<file path="config.mk">
export PLATFORM = sky130hd
export DESIGN_NAME = alu_issue_stage
export DESIGN_NICKNAME = d
export VERILOG_FILES = /design/src/rtl/alu_issue_pkg.sv /design/src/rtl/alu_op_encoder.sv /design/src/rtl/alu_issue_stage.sv
export SDC_FILE = /design/constraint.sdc
export NUM_CORES = 1
export LEC_CHECK = 0
export CAP_MARGIN = 20
export CORE_ASPECT_RATIO = 0.75
export CORE_MARGIN = 2
export CORE_UTILIZATION = 46
export DETAILED_ROUTE_END_ITERATION = 10
export HOLD_SLACK_MARGIN = 0.1
export PLACE_DENSITY = 0.75
export SLEW_MARGIN = 15
export SYNTH_ARGS = -nofsm -noshare
export SYNTH_HDL_FRONTEND = slang
export SYNTH_HIERARCHICAL = 1
export SYNTH_SLANG_ARGS = --single-unit
</file>
<file path="constraint.sdc">
create_clock -name clk -period 1.5 [get_ports clk]
set_input_delay 0.15 -clock clk [delete_from_list [all_inputs] [get_ports clk]]
set_output_delay 0.15 -clock clk [all_outputs]
set_load 0.005 [all_outputs]
</file>
<file path="src/rtl/alu_issue_pkg.sv">
// Shared types for the ALU issue stage: ALU op codes, RISC-V opcodes,
// operand-select enums and the buffered issue entry.
package alu_issue_pkg;

    localparam int unsigned XLEN = 32;
    localparam int unsigned OP_W = 4;

    localparam logic [6:0] OPC_OP     = 7'b0110011;
    localparam logic [6:0] OPC_OP_IMM = 7'b0010011;
    localparam logic [6:0] OPC_LOAD   = 7'b0000011;
    localparam logic [6:0] OPC_STORE  = 7'b0100011;
    localparam logic [6:0] OPC_BRANCH = 7'b1100011;
    localparam logic [6:0] OPC_LUI    = 7'b0110111;
    localparam logic [6:0] OPC_AUIPC  = 7'b0010111;
    localparam logic [6:0] OPC_JAL    = 7'b1101111;
    localparam logic [6:0] OPC_JALR   = 7'b1100111;

    typedef enum logic [3:0] {
        ALU_AND = 4'b0000,
        ALU_OR  = 4'b0001,
        ALU_ADD = 4'b0010,
        ALU_SRL = 4'b0011,
        ALU_SLL = 4'b0100,
        ALU_XOR = 4'b0101,
        ALU_SUB = 4'b0110,
        ALU_SRA = 4'b0111,
        ALU_GE  = 4'b1010,
        ALU_LT  = 4'b1011,
        ALU_EQ  = 4'b1100,
        ALU_NE  = 4'b1101,
        ALU_GEU = 4'b1110,
        ALU_LTU = 4'b1111
    } alu_op_e;

    typedef enum logic [1:0] {
        SRCA_RS1  = 2'd0,
        SRCA_ZERO = 2'd1,
        SRCA_PC   = 2'd2
    } srca_sel_e;

    // *_SHAMT variants zero everything above bit 4 for shift amounts
    typedef enum logic [2:0] {
        SRCB_RS2       = 3'd0,
        SRCB_IMM       = 3'd1,
        SRCB_FOUR      = 3'd2,
        SRCB_ZERO      = 3'd3,
        SRCB_RS2_SHAMT = 3'd4,
        SRCB_IMM_SHAMT = 3'd5
    } srcb_sel_e;

    typedef struct packed {
        logic [XLEN-1:0] srca;
        logic [XLEN-1:0] srcb;
        alu_op_e         op;
        logic [XLEN-1:0] rs2;
        logic            illegal;
    } issue_entry_t;

endpackage

</file>
<file path="src/rtl/alu_op_encoder.sv">
// Combinational decode of opcode/funct3/funct7[5] into ALU op and operand selects.
module alu_op_encoder
    import alu_issue_pkg::*;
(
    input  logic [6:0] opcode,
    input  logic [2:0] funct3,
    input  logic       funct7_5,
    output alu_op_e    op_c,
    output srca_sel_e  srca_sel_c,
    output srcb_sel_e  srcb_sel_c,
    output logic       illegal_c
);

    // Field decode; illegal encodings are forced to AND with zero operands at the end
    always_comb begin
        op_c       = ALU_ADD;
        srca_sel_c = SRCA_RS1;
        srcb_sel_c = SRCB_RS2;
        illegal_c  = 1'b0;
        case (opcode)
            OPC_OP, OPC_OP_IMM: begin
                srcb_sel_c = (opcode == OPC_OP) ? SRCB_RS2 : SRCB_IMM;
                case (funct3)
                    3'b000:  op_c = (opcode == OPC_OP && funct7_5) ? ALU_SUB : ALU_ADD;
                    3'b001:  op_c = ALU_SLL;
                    3'b010:  op_c = ALU_LT;
                    3'b011:  op_c = ALU_LTU;
                    3'b100:  op_c = ALU_XOR;
                    3'b101:  op_c = funct7_5 ? ALU_SRA : ALU_SRL;
                    3'b110:  op_c = ALU_OR;
                    default: op_c = ALU_AND;
                endcase
                if (funct3 == 3'b001 || funct3 == 3'b101) begin
                    srcb_sel_c = (opcode == OPC_OP) ? SRCB_RS2_SHAMT : SRCB_IMM_SHAMT;
                end
            end
            OPC_LOAD, OPC_STORE: begin
                srcb_sel_c = SRCB_IMM;
            end
            OPC_BRANCH: begin
                case (funct3)
                    3'b000:  op_c = ALU_EQ;
                    3'b001:  op_c = ALU_NE;
                    3'b100:  op_c = ALU_LT;
                    3'b101:  op_c = ALU_GE;
                    3'b110:  op_c = ALU_LTU;
                    3'b111:  op_c = ALU_GEU;
                    default: illegal_c = 1'b1;
                endcase
            end
            OPC_LUI: begin
                srca_sel_c = SRCA_ZERO;
                srcb_sel_c = SRCB_IMM;
            end
            OPC_AUIPC: begin
                srca_sel_c = SRCA_PC;
                srcb_sel_c = SRCB_IMM;
            end
            OPC_JAL, OPC_JALR: begin
                srca_sel_c = SRCA_PC;
                srcb_sel_c = SRCB_FOUR;
            end
            default: illegal_c = 1'b1;
        endcase
        if (illegal_c) begin
            op_c       = ALU_AND;
            srca_sel_c = SRCA_ZERO;
            srcb_sel_c = SRCB_ZERO;
        end
    end

endmodule

</file>
<file path="src/rtl/alu_issue_stage.sv">
// ID/EX issue stage: encodes ALU op, muxes operands and holds results in a
// two-entry (main + skid) buffer with valid/ready and synchronous flush.
// Optional performance counters are built when ALU_ISSUE_PERF_EN is defined.
module alu_issue_stage
    import alu_issue_pkg::*;
#(
    parameter int unsigned DATA_WIDTH    = 32,
    parameter int unsigned OPCODE_LENGTH = 4
) (
    input  logic                     clk,
    input  logic                     rst_n,
    input  logic                     flush,
    input  logic                     in_valid,
    output logic                     in_ready,
    input  logic [6:0]               in_opcode,
    input  logic [2:0]               in_funct3,
    input  logic                     in_funct7_5,
    input  logic [DATA_WIDTH-1:0]    in_rs1,
    input  logic [DATA_WIDTH-1:0]    in_rs2,
    input  logic [DATA_WIDTH-1:0]    in_imm,
    input  logic [DATA_WIDTH-1:0]    in_pc,
    output logic                     out_valid,
    input  logic                     out_ready,
    output logic [DATA_WIDTH-1:0]    SrcA,
    output logic [DATA_WIDTH-1:0]    SrcB,
    output logic [OPCODE_LENGTH-1:0] Operation,
    output logic [DATA_WIDTH-1:0]    out_rs2,
    output logic                     out_illegal
`ifdef ALU_ISSUE_PERF_EN
    ,
    output logic [31:0]              perf_issued,
    output logic [31:0]              perf_stall
`endif
);

    alu_op_e      enc_op;
    srca_sel_e    enc_srca_sel;
    srcb_sel_e    enc_srcb_sel;
    logic         enc_illegal;
    issue_entry_t new_entry;

    issue_entry_t main_q, main_d;
    issue_entry_t skid_q, skid_d;
    logic         main_v_q, main_v_d;
    logic         skid_v_q, skid_v_d;
    logic         in_fire;
    logic         out_fire;

    alu_op_encoder u_enc (
        .opcode     (in_opcode),
        .funct3     (in_funct3),
        .funct7_5   (in_funct7_5),
        .op_c       (enc_op),
        .srca_sel_c (enc_srca_sel),
        .srcb_sel_c (enc_srcb_sel),
        .illegal_c  (enc_illegal)
    );

    // Operand muxes building the entry offered this cycle
    always_comb begin
        new_entry         = '0;
        new_entry.op      = enc_op;
        new_entry.rs2     = XLEN'(in_rs2);
        new_entry.illegal = enc_illegal;
        case (enc_srca_sel)
            SRCA_RS1: new_entry.srca = XLEN'(in_rs1);
            SRCA_PC:  new_entry.srca = XLEN'(in_pc);
            default:  new_entry.srca = '0;
        endcase
        case (enc_srcb_sel)
            SRCB_RS2:       new_entry.srcb = XLEN'(in_rs2);
            SRCB_IMM:       new_entry.srcb = XLEN'(in_imm);
            SRCB_FOUR:      new_entry.srcb = XLEN'(4);
            SRCB_RS2_SHAMT: new_entry.srcb = XLEN'(in_rs2[4:0]);
            SRCB_IMM_SHAMT: new_entry.srcb = XLEN'(in_imm[4:0]);
            default:        new_entry.srcb = '0;
        endcase
    end

    assign in_fire  = in_valid && in_ready;
    assign out_fire = main_v_q && out_ready;

    // Main/skid next state; flush wins, skid refills main on an output transfer
    always_comb begin
        main_d   = main_q;
        skid_d   = skid_q;
        main_v_d = main_v_q;
        skid_v_d = skid_v_q;
        if (flush) begin
            main_v_d = 1'b0;
            skid_v_d = 1'b0;
        end else if (out_fire) begin
            if (skid_v_q) begin
                main_d   = skid_q;
                main_v_d = 1'b1;
                skid_v_d = 1'b0;
            end else begin
                main_v_d = in_fire;
                if (in_fire) begin
                    main_d = new_entry;
                end
            end
        end else if (in_fire) begin
            if (!main_v_q) begin
                main_d   = new_entry;
                main_v_d = 1'b1;
            end else begin
                skid_d   = new_entry;
                skid_v_d = 1'b1;
            end
        end
    end

    // Buffer registers; in_ready tracks an empty skid slot
    always_ff @(posedge clk or negedge rst_n) begin
        if (!rst_n) begin
            main_q   <= '0;
            skid_q   <= '0;
            main_v_q <= 1'b0;
            skid_v_q <= 1'b0;
            in_ready <= 1'b1;
        end else begin
            main_q   <= main_d;
            skid_q   <= skid_d;
            main_v_q <= main_v_d;
            skid_v_q <= skid_v_d;
            in_ready <= !skid_v_d;
        end
    end

    assign out_valid   = main_v_q;
    assign SrcA        = DATA_WIDTH'(main_q.srca);
    assign SrcB        = DATA_WIDTH'(main_q.srcb);
    assign Operation   = OPCODE_LENGTH'(main_q.op);
    assign out_rs2     = DATA_WIDTH'(main_q.rs2);
    assign out_illegal = main_q.illegal;

`ifdef ALU_ISSUE_PERF_EN
    // Free-running issue and back-pressure counters, untouched by flush
    always_ff @(posedge clk or negedge rst_n) begin
        if (!rst_n) begin
            perf_issued <= '0;
            perf_stall  <= '0;
        end else begin
            if (out_fire && !flush) begin
                perf_issued <= perf_issued + 32'd1;
            end
            if (main_v_q && !out_ready) begin
                perf_stall <= perf_stall + 32'd1;
            end
        end
    end
`endif

endmodule

</file>
==> flow_metrics.py <==
metrics = {
    "status": {
        "status": "complete, but fails checks",
        "violations": "setup timing",
    },
    "power_and_ir_drop": {
        "peakVddDrop_mv": 0.755,
        "p_int_uw": 11200,
        "pwr-share-clk_pct": 36.4,
        "seqPwrFrac_pct": 42.5,
        "power_density_nw_per_um2": 915,
        "switching_power_uw": 3990,
        "p_sw_share_pct": 26.2,
        "power_leakage_uw": 0.00767,
        "comb_power_share_pct": 21.1,
    },
    "die": {
        "start_util_pct": 47.4,
        "rows": 47,
        "dieWidth_um": 179,
        "die_h_um": 135,
        "dieArea_um2": 24200,
        "io_pins": 247,
        "core_um2": 22300,
    },
    "drt": {
        "wl_per_cell_um": 24.1,
        "drc": 0,
        "ant_nets": 0,
        "first_pass_iters": 5,
        "vias_per_cell": 6.06,
        "detailedRoute.firstIterationViolations": 809,
        "vias": 9507,
        "postRouteWirelength_um": 37700,
    },
    "timing": {
        "rsz0062_at_grt": "true",
        "layout_min_cycle_time_ns": 1.80,
        "tightest_slew_ns": 0.515,
        "report.final.slew_viol_count": 0,
        "hold_viol_final": 0,
        "setup_viol": 203,
        "worst_slack_ns": -0.305,
        "hold_slack_ns": 0.143,
        "slew_headroom_pct": 65.7,
        "fmax_mhz": 554,
        "period_share_pct": 120,
        "skew_ns": 0.00885,
    },
    "synthesis": {
        "async_flop_share_pct": 100,
        "seq_area_frac_synth_pct": 48.6,
        "syn-num-nets": 1074,
        "synth_top_cell_area_share_pct": 48.3,
        "ys_types": 50,
        "synth_edf_count": 0,
        "synth_area_leaders": "dfrtp_1 (48%), mux2_2 (12%), mux2_4 (7.1%)",
        "post-synth-top-count-cell": "dfrtp_1",
        "avgSynthCellArea_um2": 11.4,
        "synthFlopType": "dfrtp_1",
        "ys_warn_count": 6,
        "ys_ff_latch": 205,
        "synth_area_leader_cell": "dfrtp_1",
        "synth_cells": 930,
        "netlist_area_um2": 10600,
        "ys_top_cells_by_count": "dfrtp_1 (204), mux2_2 (114), nand2_1 (80)",
    },
    "clocking": {
        "root_buffer": "clkbuf_16",
        "insertion_delay_ns": 0.50,
        "numCtsBuffers": 22,
        "cts_sinks": 205,
        "htree_levels": 1,
        "clk_pin_slew_ns": 0.07,
        "cts_tree": "done",
        "clk_path_buf_depth": 3,
    },
    "worst_hold_path": {
        "worstHoldPathType": "input pin to asynchronous set/reset pin",
    },
    "cells_and_area": {
        "drive_above_1_share_pct": 33.8,
        "nets": 1403,
        "fillers": 1402,
        "n_antenna_cell": 0,
        "final_util_pct": 74.6,
        "areaGrowthSynthToFinish_pct": 57.4,
        "finalInstanceArea_um2": 16600,
    },
    "run": {
        "max_cap_viol_count": 0,
    },
    "global_route": {
        "grt_max_degree": 52,
        "grt_pass1_vias": 9921,
        "grt_pass1_wl_um": 56700,
        "overflow": 0,
        "grt.total_usage_pct": 30.3,
        "antenna_found_initial": 1,
    },
    "placement": {
        "placed_area_um2": 13900,
        "portBuffers": 246,
        "gp_congestion": 0.831,
        "hpwlAfterDp_um": 20600,
    },
    "setup_path": {
        "worstPathArrival_ns": 2.19,
        "start_kind": "flop",
        "path_class": "flop to flop",
        "crit_fanout": 5,
        "required_ns": 1.88,
        "endpoint_kind": "flop",
    },
}
==> cells in the final DEF, fill, tap and decap left out, drive strengths merged, types with 6 or more instances in the layout <==
| master | netlist | final |
|---|---|---|
| nand4 | 64 | 64 |
| mux2 | 164 | 164 |
| dlygate4sd2 | 0 | 99 |
| o31ai | 64 | 64 |
| a31oi | 75 | 75 |
| clkdlybuf4s50 | 0 | 133 |
| nand2 | 80 | 80 |
| nor2 | 65 | 65 |
| dfrtp | 204 | 204 |
| mux2i | 65 | 65 |
| a21oi | 6 | 6 |
| dlymetal6s2s | 0 | 7 |
| buf | 42 | 154 |
| inv | 10 | 10 |
| clkbuf | 52 | 36 |
==> metal layers <==
| layer | vias to the layer above | routed length (µm) | track usage [%] |
|---|---|---|---|
| met5 | - | 9 | 0 |
| met4 | 2 | 1040 | 8.72 |
| met3 | 92 | 3400 | 7.30 |
| met2 | 515 | 17500 | 47.9 |
| met1 | 4789 | 15800 | 41.8 |
| li1 | 4109 | - | - |
==> worst paths after layout <==
kind                            startpoint         end  slack (ns)  cells after the start
worst max register to register    in_ready  skid_q[32]       -0.30                      6
max in group asynchronous            rst_n    in_ready        0.69                      3
worst min-delay path                 rst_n     SrcA[1]        0.14                      2
worst max-delay path              in_ready  skid_q[32]       -0.30                      6
min in group clk                 out_ready    in_ready        0.19                      4
worst min register to register    SrcB[26]    SrcB[26]        0.51                      1
==> kinds of logic after synthesis <==
logic type	count (synthesis)	share of synthesized area, %
DFF	205	48.6
buffers and inverters	104	4.88
AOI/OAI and AO/OA	163	10.6
and+or+nand+nor	229	10.5
muxes	229	25.4
==> per-stage QoR <==
stage | TNS, ns | cells | total power (µW) | setup WS, ns
finish | -38.79 | 1568 | 15200 | -0.305
global route | -48.86 | 1568 | 15700 | -0.344
CTS | -36.36 | 1582 | 15000 | -0.313
detailed placement | -131.24 | 1458 | 9070 | -0.998
global placement | -122.97 | 1458 | 9000 | -0.935
floorplan | -33.06 | 930 | 7610 | -0.297
==> layout make-up <==
cell class                      instances  area (µm²)  share of cell area [%]
Multi-Input combinational cell        621        5920                    35.6
Timing Repair Buffer                  399        4440                    26.7
Tap cell                              294         368                    2.21
Clock buffer                           34         677                    4.07
Inverter                               10        37.5                   0.226
Sequential cell                       205        5130                    30.9
Clock inverter                          5        50.0                   0.301
==> power groups by stage <==
stage / clock network [µW] / logic, µW / registers, µW
floorplan: 0 / 1150 / 6450
global placement: 0 / 2500 / 6500
detailed placement: 0 / 2560 / 6510
CTS: 5550 / 3030 / 6420
global route: 5830 / 3400 / 6510
finish: 5540 / 3210 / 6460
==> critical path, cell delays in order (launching register included) <==
cell     delay [ns]
dfstp_2        0.56
nand2_4        0.06
nor3_4         0.29
buf_6          0.20
buf_6          0.13
buf_12         0.12
mux2_4         0.31
==> flip-flops by register name, summed over array words and instances, names as in the netlist <==
register,flops
Operation,4
SrcA,32
SrcB,32
in_ready,1
out_illegal,1
out_rs2,32
out_valid,1
skid_q,101
skid_v_q,1
==> what timing repair did <==
item / in CTS / in global routing
endpoints found under the hold margin: 204 / 0
hold buffers: 1 / 0
gates cloned: 25 / 1
setup endpoints to repair: 298 / 210
gates resized for setup: 306 / 84
buffers inserted: 62 / 8
pin swaps: 9 / 5
No activity file was read; power rests on OpenSTA's default activity.
